File: config.mk
export PLATFORM = sky130hd
export DESIGN_NAME = mp_add_seq_flat
export DESIGN_NICKNAME = d
export VERILOG_FILES = /design/src/rtl/mp_add_seq_if.sv /design/src/rtl/mp_add_seq.sv /design/src/flat_wrapper.sv
export SDC_FILE = /design/constraint.sdc
export NUM_CORES = 2
export LEC_CHECK = 0
export CAP_MARGIN = 10
export CORE_AREA = 3 3 300 302
export CTS_CLUSTER_SIZE = 12
export DETAILED_ROUTE_END_ITERATION = 10
export DIE_AREA = 0 0 303 305
export DONT_BUFFER_PORTS = 1
export HOLD_SLACK_MARGIN = 0.12
export PLACE_DENSITY_LB_ADDON = 0.12
export SYNTH_ARGS = -nofsm -noshare
export SYNTH_HDL_FRONTEND = slang
export SYNTH_SLANG_ARGS = --single-unit
File: constraint.sdc
create_clock -name i_clk -period 5.4 [get_ports i_clk]
set_input_delay 1.35 -clock i_clk [delete_from_list [all_inputs] [get_ports i_clk]]
set_output_delay 1.35 -clock i_clk [all_outputs]
set_load 0.02 [all_outputs]
File: src/rtl/mp_add_seq_if.sv
// rtl/mp_add_seq_if.sv - request/result bundle between the operand-issuing core and mp_add_seq
interface mp_add_seq_if #(
  parameter int N     = 64,
  parameter int LIMBS = 4
);
  localparam int W = N * LIMBS;

  logic         i_valid;
  logic         o_ready;
  logic [W-1:0] i_a;
  logic [W-1:0] i_b;
  logic         i_carry_in;
  logic         i_sub;
  logic         o_valid;
  logic         i_ready;
  logic [W-1:0] o_c;
  logic         o_carry_out;
  logic         o_busy;

  modport master (
    output i_valid, i_a, i_b, i_carry_in, i_sub, i_ready,
    input  o_ready, o_valid, o_c, o_carry_out, o_busy
  );

  modport slave (
    input  i_valid, i_a, i_b, i_carry_in, i_sub, i_ready,
    output o_ready, o_valid, o_c, o_carry_out, o_busy
  );
endinterface

File: src/rtl/mp_add_seq.sv
// rtl/mp_add_seq.sv - multi-precision add sequencer, one N-bit limb per cycle, LSB limb first
// Optional subtraction (A-B via ~B + 1) is compiled in when MPADD_SUB_EN is defined.
module mp_add_seq #(
  parameter int N     = 64,
  parameter int LIMBS = 4
) (
  input  logic         i_clk,
  input  logic         i_rst_n,
  mp_add_seq_if.slave  bus
);
  localparam int W  = N * LIMBS;
  localparam int IW = $clog2(LIMBS);
  localparam logic [IW-1:0] LAST_IDX = IW'(LIMBS - 1);

  typedef enum logic [1:0] {
    S_IDLE,
    S_RUN,
    S_DONE
  } state_t;

  state_t        state;
  state_t        state_nxt;
  logic          accept;
  logic [W-1:0]  a_q;
  logic [W-1:0]  b_q;
  logic [W-1:0]  c_q;
  logic          carry_q;
  logic          cout_q;
  logic [IW-1:0] idx;
  logic [N-1:0]  a_limb;
  logic [N-1:0]  b_limb;
  logic [N:0]    limb_sum;

  always_ff @(posedge i_clk) begin
    if (!i_rst_n) begin
      state <= S_IDLE;
    end else begin
      state <= state_nxt;
    end
  end

  always_comb begin
    state_nxt = state;
    accept    = 1'b0;
    case (state)
      S_IDLE: begin
        if (bus.i_valid) begin
          accept    = 1'b1;
          state_nxt = S_RUN;
        end
      end
      S_RUN: begin
        if (idx == LAST_IDX) begin
          state_nxt = S_DONE;
        end
      end
      S_DONE: begin
        if (bus.i_ready) begin
          state_nxt = S_IDLE;
        end
      end
      default: state_nxt = S_IDLE;
    endcase
  end

  assign a_limb   = a_q[int'(idx) * N +: N];
  assign b_limb   = b_q[int'(idx) * N +: N];
  assign limb_sum = {1'b0, a_limb} + {1'b0, b_limb} + {{N{1'b0}}, carry_q};

  // b_q holds B already inverted for subtraction, so the RUN datapath is add-only.
  always_ff @(posedge i_clk) begin
    if (!i_rst_n) begin
      a_q     <= '0;
      b_q     <= '0;
      c_q     <= '0;
      carry_q <= 1'b0;
      cout_q  <= 1'b0;
      idx     <= '0;
    end else if (accept) begin
      a_q <= bus.i_a;
      idx <= '0;
`ifdef MPADD_SUB_EN
      b_q     <= bus.i_sub ? ~bus.i_b : bus.i_b;
      carry_q <= bus.i_sub ? 1'b1 : bus.i_carry_in;
`else
      b_q     <= bus.i_b;
      carry_q <= bus.i_carry_in;
`endif
    end else if (state == S_RUN) begin
      c_q[int'(idx) * N +: N] <= limb_sum[N-1:0];
      carry_q                 <= limb_sum[N];
      if (idx == LAST_IDX) begin
        cout_q <= limb_sum[N];
      end else begin
        idx <= idx + 1'b1;
      end
    end
  end

`ifndef MPADD_SUB_EN
  logic unused_sub;
  assign unused_sub = bus.i_sub;
`endif

  assign bus.o_ready     = (state == S_IDLE);
  assign bus.o_valid     = (state == S_DONE);
  assign bus.o_busy      = (state == S_RUN);
  assign bus.o_c         = c_q;
  assign bus.o_carry_out = cout_q;
endmodule
File: src/flat_wrapper.sv
// flat-port wrapper written by rule: the top's interface ports become plain ports
module mp_add_seq_flat 
#(
  parameter int N     = 64,
  parameter int LIMBS = 4
)
  (i_clk, i_rst_n, bus_i_valid, bus_i_a, bus_i_b, bus_i_carry_in, bus_i_sub, bus_i_ready, bus_o_ready, bus_o_valid, bus_o_c, bus_o_carry_out, bus_o_busy);
  mp_add_seq_if #(.N(N), .LIMBS(LIMBS)) bus_i ();
  input  logic i_clk;
  input  logic i_rst_n;
  input wire logic [$bits(bus_i.i_valid)-1:0] bus_i_valid;
  input wire logic [$bits(bus_i.i_a)-1:0] bus_i_a;
  input wire logic [$bits(bus_i.i_b)-1:0] bus_i_b;
  input wire logic [$bits(bus_i.i_carry_in)-1:0] bus_i_carry_in;
  input wire logic [$bits(bus_i.i_sub)-1:0] bus_i_sub;
  input wire logic [$bits(bus_i.i_ready)-1:0] bus_i_ready;
  output wire logic [$bits(bus_i.o_ready)-1:0] bus_o_ready;
  output wire logic [$bits(bus_i.o_valid)-1:0] bus_o_valid;
  output wire logic [$bits(bus_i.o_c)-1:0] bus_o_c;
  output wire logic [$bits(bus_i.o_carry_out)-1:0] bus_o_carry_out;
  output wire logic [$bits(bus_i.o_busy)-1:0] bus_o_busy;
  assign bus_i.i_valid = bus_i_valid;
  assign bus_i.i_a = bus_i_a;
  assign bus_i.i_b = bus_i_b;
  assign bus_i.i_carry_in = bus_i_carry_in;
  assign bus_i.i_sub = bus_i_sub;
  assign bus_i.i_ready = bus_i_ready;
  assign bus_o_ready = bus_i.o_ready;
  assign bus_o_valid = bus_i.o_valid;
  assign bus_o_c = bus_i.o_c;
  assign bus_o_carry_out = bus_i.o_carry_out;
  assign bus_o_busy = bus_i.o_busy;
  mp_add_seq #(.N(N), .LIMBS(LIMBS)) u_core (.i_clk(i_clk), .i_rst_n(i_rst_n), .bus(bus_i));
endmodule
### Yosys cells after proc, flatten, opt, wreduce, memory -nomap -nowiden

Index checks and enable logic that the tools add are counted.

| operators by class | value |
|---|---|
| $lt $le $gt $ge | 0 |
| muxes and demuxes | 9 |
| reductions and logical operators | 7 |
| bitwise logic cells | 3 |
| multiply operators | 0 |
| equal/unequal tests | 6 |
| shifts and indexed selects | 4 |
| add/sub/neg operators | 4 |
| divide/modulo/power cells | 0 |

Operators by type and width:

| kind | number |
|---|---|
| $shiftx A256 B9 Y64 | 2 |
| $bwmux W256 | 1 |
| $shift A64 B33 Y256 const A | 1 |
| $shiftx A64 B33 Y256 | 1 |
| $add A64 B64 Y65 | 1 |
| $add A65 B1 Y65 | 1 |
| $neg A8 Y33 | 1 |
| $mux W2 | 3 |
| $pmux W2 S3 | 1 |
| $reduce_and A3 Y1 | 2 |
| $eq A2 B2 Y1 const B | 2 |
| $mux W1 | 4 |
| $ne A2 B2 Y1 const B | 2 |
| $reduce_and A2 Y1 | 2 |
| $not A1 Y1 | 3 |
| $add A2 B1 Y2 const B | 1 |
| $eq A2 B1 Y1 const B | 1 |
| $logic_not A2 Y1 | 1 |
| $ne A2 B1 Y1 const B | 1 |
| $reduce_bool A2 Y1 | 1 |
| $reduce_or A2 Y1 | 1 |

| word-level totals | value |
|---|---|
| register bits after elaboration | 774 |
| bits in read-only memories | 0 |
| bits in writable memories | 0 |
| memories kept | 0 |
| input bits | 518 |
| bits in latches | 0 |
| output and inout port bits | 260 |

### Logic depth before layout (Yosys ltp)

| logic depth | value |
|---|---|
| depth after elaboration | 5 |
| gate-level depth with buffers | 15 |
| depth with buffers taken out | 12 |

### Least setup slack after synthesis

OpenSTA, ideal clock, no wires.

| timing path | value |
|---|---|
| path type | reg2reg |
| start | register u_core.idx[0] |
| end | register u_core.c_q[120], in the netlist u_core.bus.o_c[120] |
| setup time | 0.126 ns |
| stages on the path, launching flop included | 15 |
| slack | 0.884 ns |
| path buffers | 2 |
| period minus slack after synthesis | 4.516 ns |
| arrival time | 4.390 ns |
| cell sequence | dfxtp_1 -> clkbuf_1 -> clkbuf_1 -> mux4_2 -> fa_1 -> fa_1 -> a211oi_1 -> o21ai_1 -> a22oi_2 -> nor3_2 -> o2111a_1 -> o211a_1 -> o2111a_1 -> a211oi_2 -> o21ai_1 |

| between the ends | value |
|---|---|
| cells in the longest elaborated chain, start to end | 5 |
| elaborated cells between the ends (all ways) | 8 |
| classes of those cells | 3 x add/sub; 4 x shift; 1 x mux |

Ends and longest elaborated chain:

| what | RTL line | RTL |
|---|---|---|
| start: declaration | mp_add_seq.sv:29 | `logic [IW-1:0] idx;` |
| start signal: assignment | mp_add_seq.sv:95 | `idx <= idx + 1'b1;` |
| $shiftx A256 B9 Y64 (on tied branches) | mp_add_seq.sv:66, mp_add_seq.sv:67 |  |
| $add A64 B64 Y65 | mp_add_seq.sv:68 | `assign limb_sum = {1'b0, a_limb} + {1'b0, b_limb} + {{N{1'b0}}, carry_q};` |
| $add A65 B1 Y65 | mp_add_seq.sv:68 |  |
| $shiftx A64 B33 Y256 | mp_add_seq.sv:90 | `c_q[int'(idx) * N +: N] <= limb_sum[N-1:0];` |
| $bwmux W256 * | mp_add_seq.sv:90 |  |
| end signal: indexed assignment | mp_add_seq.sv:90 |  |
| end: declaration | mp_add_seq.sv:26 | `logic [W-1:0] c_q;` |

Mark *: on every way between the ends. The rest lies on a longest branch, timed or not.
A chain may end at the register's enable or synchronous reset.

### Worst setup path after layout

| timing path | value |
|---|---|
| start | register u_core.idx[0] |
| end | register u_core.c_q[42], in the netlist u_core.bus.o_c[42] |

The elaborated chain is that of the path after synthesis.

==> flow_metrics.py <==
metrics = {
    "run_status": {
        "violations": "slew limit",
        "status": "finished, violations left",
    },
    "synthesis": {
        "syn_area_sq_um": 34600,
        "synth_seq_area_share_pct": 44.8,
        "ys.flop_type": "dfxtp_1",
        "yosys_warnings": 0,
        "async_flop_share_pct": 0,
        "synthTopCellsByArea": "dfxtp_1, nand2_1, a21boi_0",
        "syn-instance-count": 3827,
        "synth_top_area_cell": "dfxtp_1",
        "yosys.area.top_type_share_pct": 44.8,
        "postSynthAreaPerCell_sq_um": 9.03,
        "synth_nets": 4416,
        "ys_ff_latch": 774,
        "synth-edff-count": 0,
        "synthDistinctLibCells": 75,
    },
    "setup_path": {
        "r2r_setup_slack_ps": 350,
        "crit_path_top_delay_cell": "xnor2_1",
        "critPathLaunchType": "flip-flop",
        "critPathBufInv": 2,
        "criticalPathCategory": "reg2reg",
        "path_cells": "buf_4 > buf_4 > mux4_2 > ha_1 > nand3_1 > nor3_1 > a32oi_1 > a21oi_1 > o2111ai_1 > a21boi_2 > nor2_1 > xnor2_1 > a22o_1",
        "critPathTopFamily": "compound AO/OA/AOI/OAI gates",
        "arrival_ps": 5630,
        "cp_max_fo": 17,
        "cp_slowest_stage_delay_ps": 610,
        "cp_common_cell": "buf_4",
        "worstPathRequired_ps": 5980,
        "end_kind": "flip-flop",
    },
    "grt": {
        "grt_pass1_vias": 26429,
        "grt_pass1_wl_mm": 179,
        "grt_usage_pct": 25.9,
        "antenna_found_initial": 34,
        "grt_max_degree": 660,
        "grt-ovfl-total": 0,
    },
    "route": {
        "ant_nets": 0,
        "drc": 0,
        "route.vias.total": 27164,
        "wl_per_cell_um": 25.1,
        "first_pass_iters": 6,
        "drt-total-wl_mm": 124,
        "drt_iter0_drc": 2073,
        "via_per_inst": 5.49,
    },
    "clock_network": {
        "post-cts-setup-buffer-count": 0,
        "cts_root_buffer": "clkbuf_16",
        "htreeDepth": 3,
        "cts_resized": 0,
        "worstSkewPairLatency_ps": 650,
        "clk_pin_slew_ps": 60,
        "postCtsHoldBufs": 0,
        "numCtsBuffers": 86,
        "clockBufferDepth": 3,
        "cts_tree": "built",
        "cts.sink_count": 774,
    },
    "layout": {
        "area_delta_synth_final_pct": 11.5,
        "final_nets": 4283,
        "final_core_util_pct": 43.8,
        "design_area_sq_um": 38500,
        "drive_gt1_share_pct": 9.65,
    },
    "sta": {
        "hold_viol": 0,
        "tns_ps": 0,
        "period_share_pct": 93.6,
        "drv_slew": 415,
        "slew_headroom_pct": -91.9,
        "worst_pin_slew_ps": 2880,
        "post-route-min-period_ps": 5050,
        "fin_skew_ps": 27.4,
        "setup_viol": 0,
        "fmax_mhz": 198,
        "rsz0062_at_grt": "no",
    },
    "power": {
        "ir_drop_mv": 0.281,
        "p_leak_nw": 14.1,
        "p_per_area_nw_per_um2": 355,
    },
    "floorplanning": {
        "fp.dieW_um": 303,
        "io_pins": 778,
        "num_rows": 109,
        "fp.dieH_um": 305,
        "core-area_sq_um": 88000,
        "initial_core_util_pct": 39.3,
        "die_area_sq_um": 92400,
    },
    "placed_design": {
        "dpl_cell_area_sq_um": 35600,
        "place.gp.congestion": 0.868,
        "io_buffer_count": 0,
        "hpwlAfterDp_mm": 90.2,
    },
    "flow_run": {
        "cap_violations": 0,
    },
    "min_path": {
        "hp-class": "reg2reg",
    },
}
==> sequential cells by signal (all words and copies together), names as in the netlist <==
signal                  count
u_core.carry_q              1
u_core.a_q                256
u_core.bus.o_carry_out      1
u_core.idx                  2
u_core.state                2
u_core.b_q                256
u_core.bus.o_c            256
==> cells in the final DEF (no fill, tap or decap), types with 10 or more instances in the layout <==
cell and count:
a22oi_1 115, a211o_1 11, a22o_1 72, inv_1 20, o21ai_1 32, diode_2 27, nor3_1 12, nand4_1 23
clkbuf_1 23, o211ai_1 10, dfxtp_1 772, ha_1 69, o21bai_1 18, a21oi_1 84, mux4_2 128, xor2_1 22
buf_4 61, clkinv_2 12, nor2b_1 120, and2_1 13, o21ai_0 48, nor2_1 51, clkbuf_16 89, xnor2_1 26
a21o_1 40, o31ai_1 19, clkbuf_8 23, buf_12 11, nand2_1 1166, nand3_1 33, a21boi_0 522
==> synth_stat cells (32+ instances only) <==
cell,count
nand2_1,1167
dfxtp_1,774
a21boi_0,522
clkbuf_1,262
mux4_2,128
nor2b_1,120
a22oi_1,115
a21oi_1,84
a22o_1,72
ha_1,69
nor2_1,51
o21ai_0,48
a21o_1,40
nand3_1,33
o21ai_1,32
==> per-stage QoR <==
step	cells	hold WS [ps]	total power, mW	worst slack (ps)
2_1_floorplan	3827	440	7.30	884
3_3_place_gp	4771	448	7.89	401
3_5_place_dp	4771	454	7.90	368
4_1_cts	4925	463	13.8	318
5_1_grt	4947	480	14.2	133
6_report	4952	462	13.7	347
==> final cells by class <==
class | count | area, sq um
fillers | 8826 | 49400
multi-input cells | 2740 | 17900
flip-flops and latches | 774 | 15500
clock buffers | 135 | 2630
well taps | 1165 | 1460
repair buffers | 72 | 678
clock inverters | 19 | 184
inverters | 20 | 75.1
diodes | 27 | 67.6
==> cells by family after synthesis <==
logic type / after synthesis / synth area share, %
simple gates: 1458 / 17.5
flops: 774 / 44.8
xor+xnor: 50 / 1.29
mux: 131 / 8.43
compound gates: 1030 / 21.9
fa+ha+maj: 71 / 2.61
buf+inv: 313 / 3.43
==> per-layer routing <==
metal,part of all wire [%],track usage [%],wire (um)
met5,0.050,0,62
met2,46,40.5,57200
met1,42,33.2,52300
met3,9.0,8.28,11200
met4,2.7,9.70,3310
==> where the power goes <==
part           internal (mW)  switching (mW)
Clock                   3.48            2.40
Sequential              5.97           0.178
Combinational          0.602            1.04
==> tightest hold or removal path, delay by kind of cell (launching register included) <==
family	cells	cell delay, ps
AND/OR/NAND/NOR	1	50
AO/OA/AOI/OAI	1	60
flip-flops	1	300
==> path summary, 6_finish.rpt <==
kind                            cells after the start            start                 end
worst max register to register                     13    u_core.idx[0]  u_core.bus.o_c[42]
worst min register to register                      2  u_core.b_q[246]     u_core.b_q[246]
worst max-delay path                               13    u_core.idx[0]  u_core.bus.o_c[42]
worst min-delay path                                2  u_core.b_q[246]     u_core.b_q[246]
Note: power is estimated with default switching activity, not from simulation.
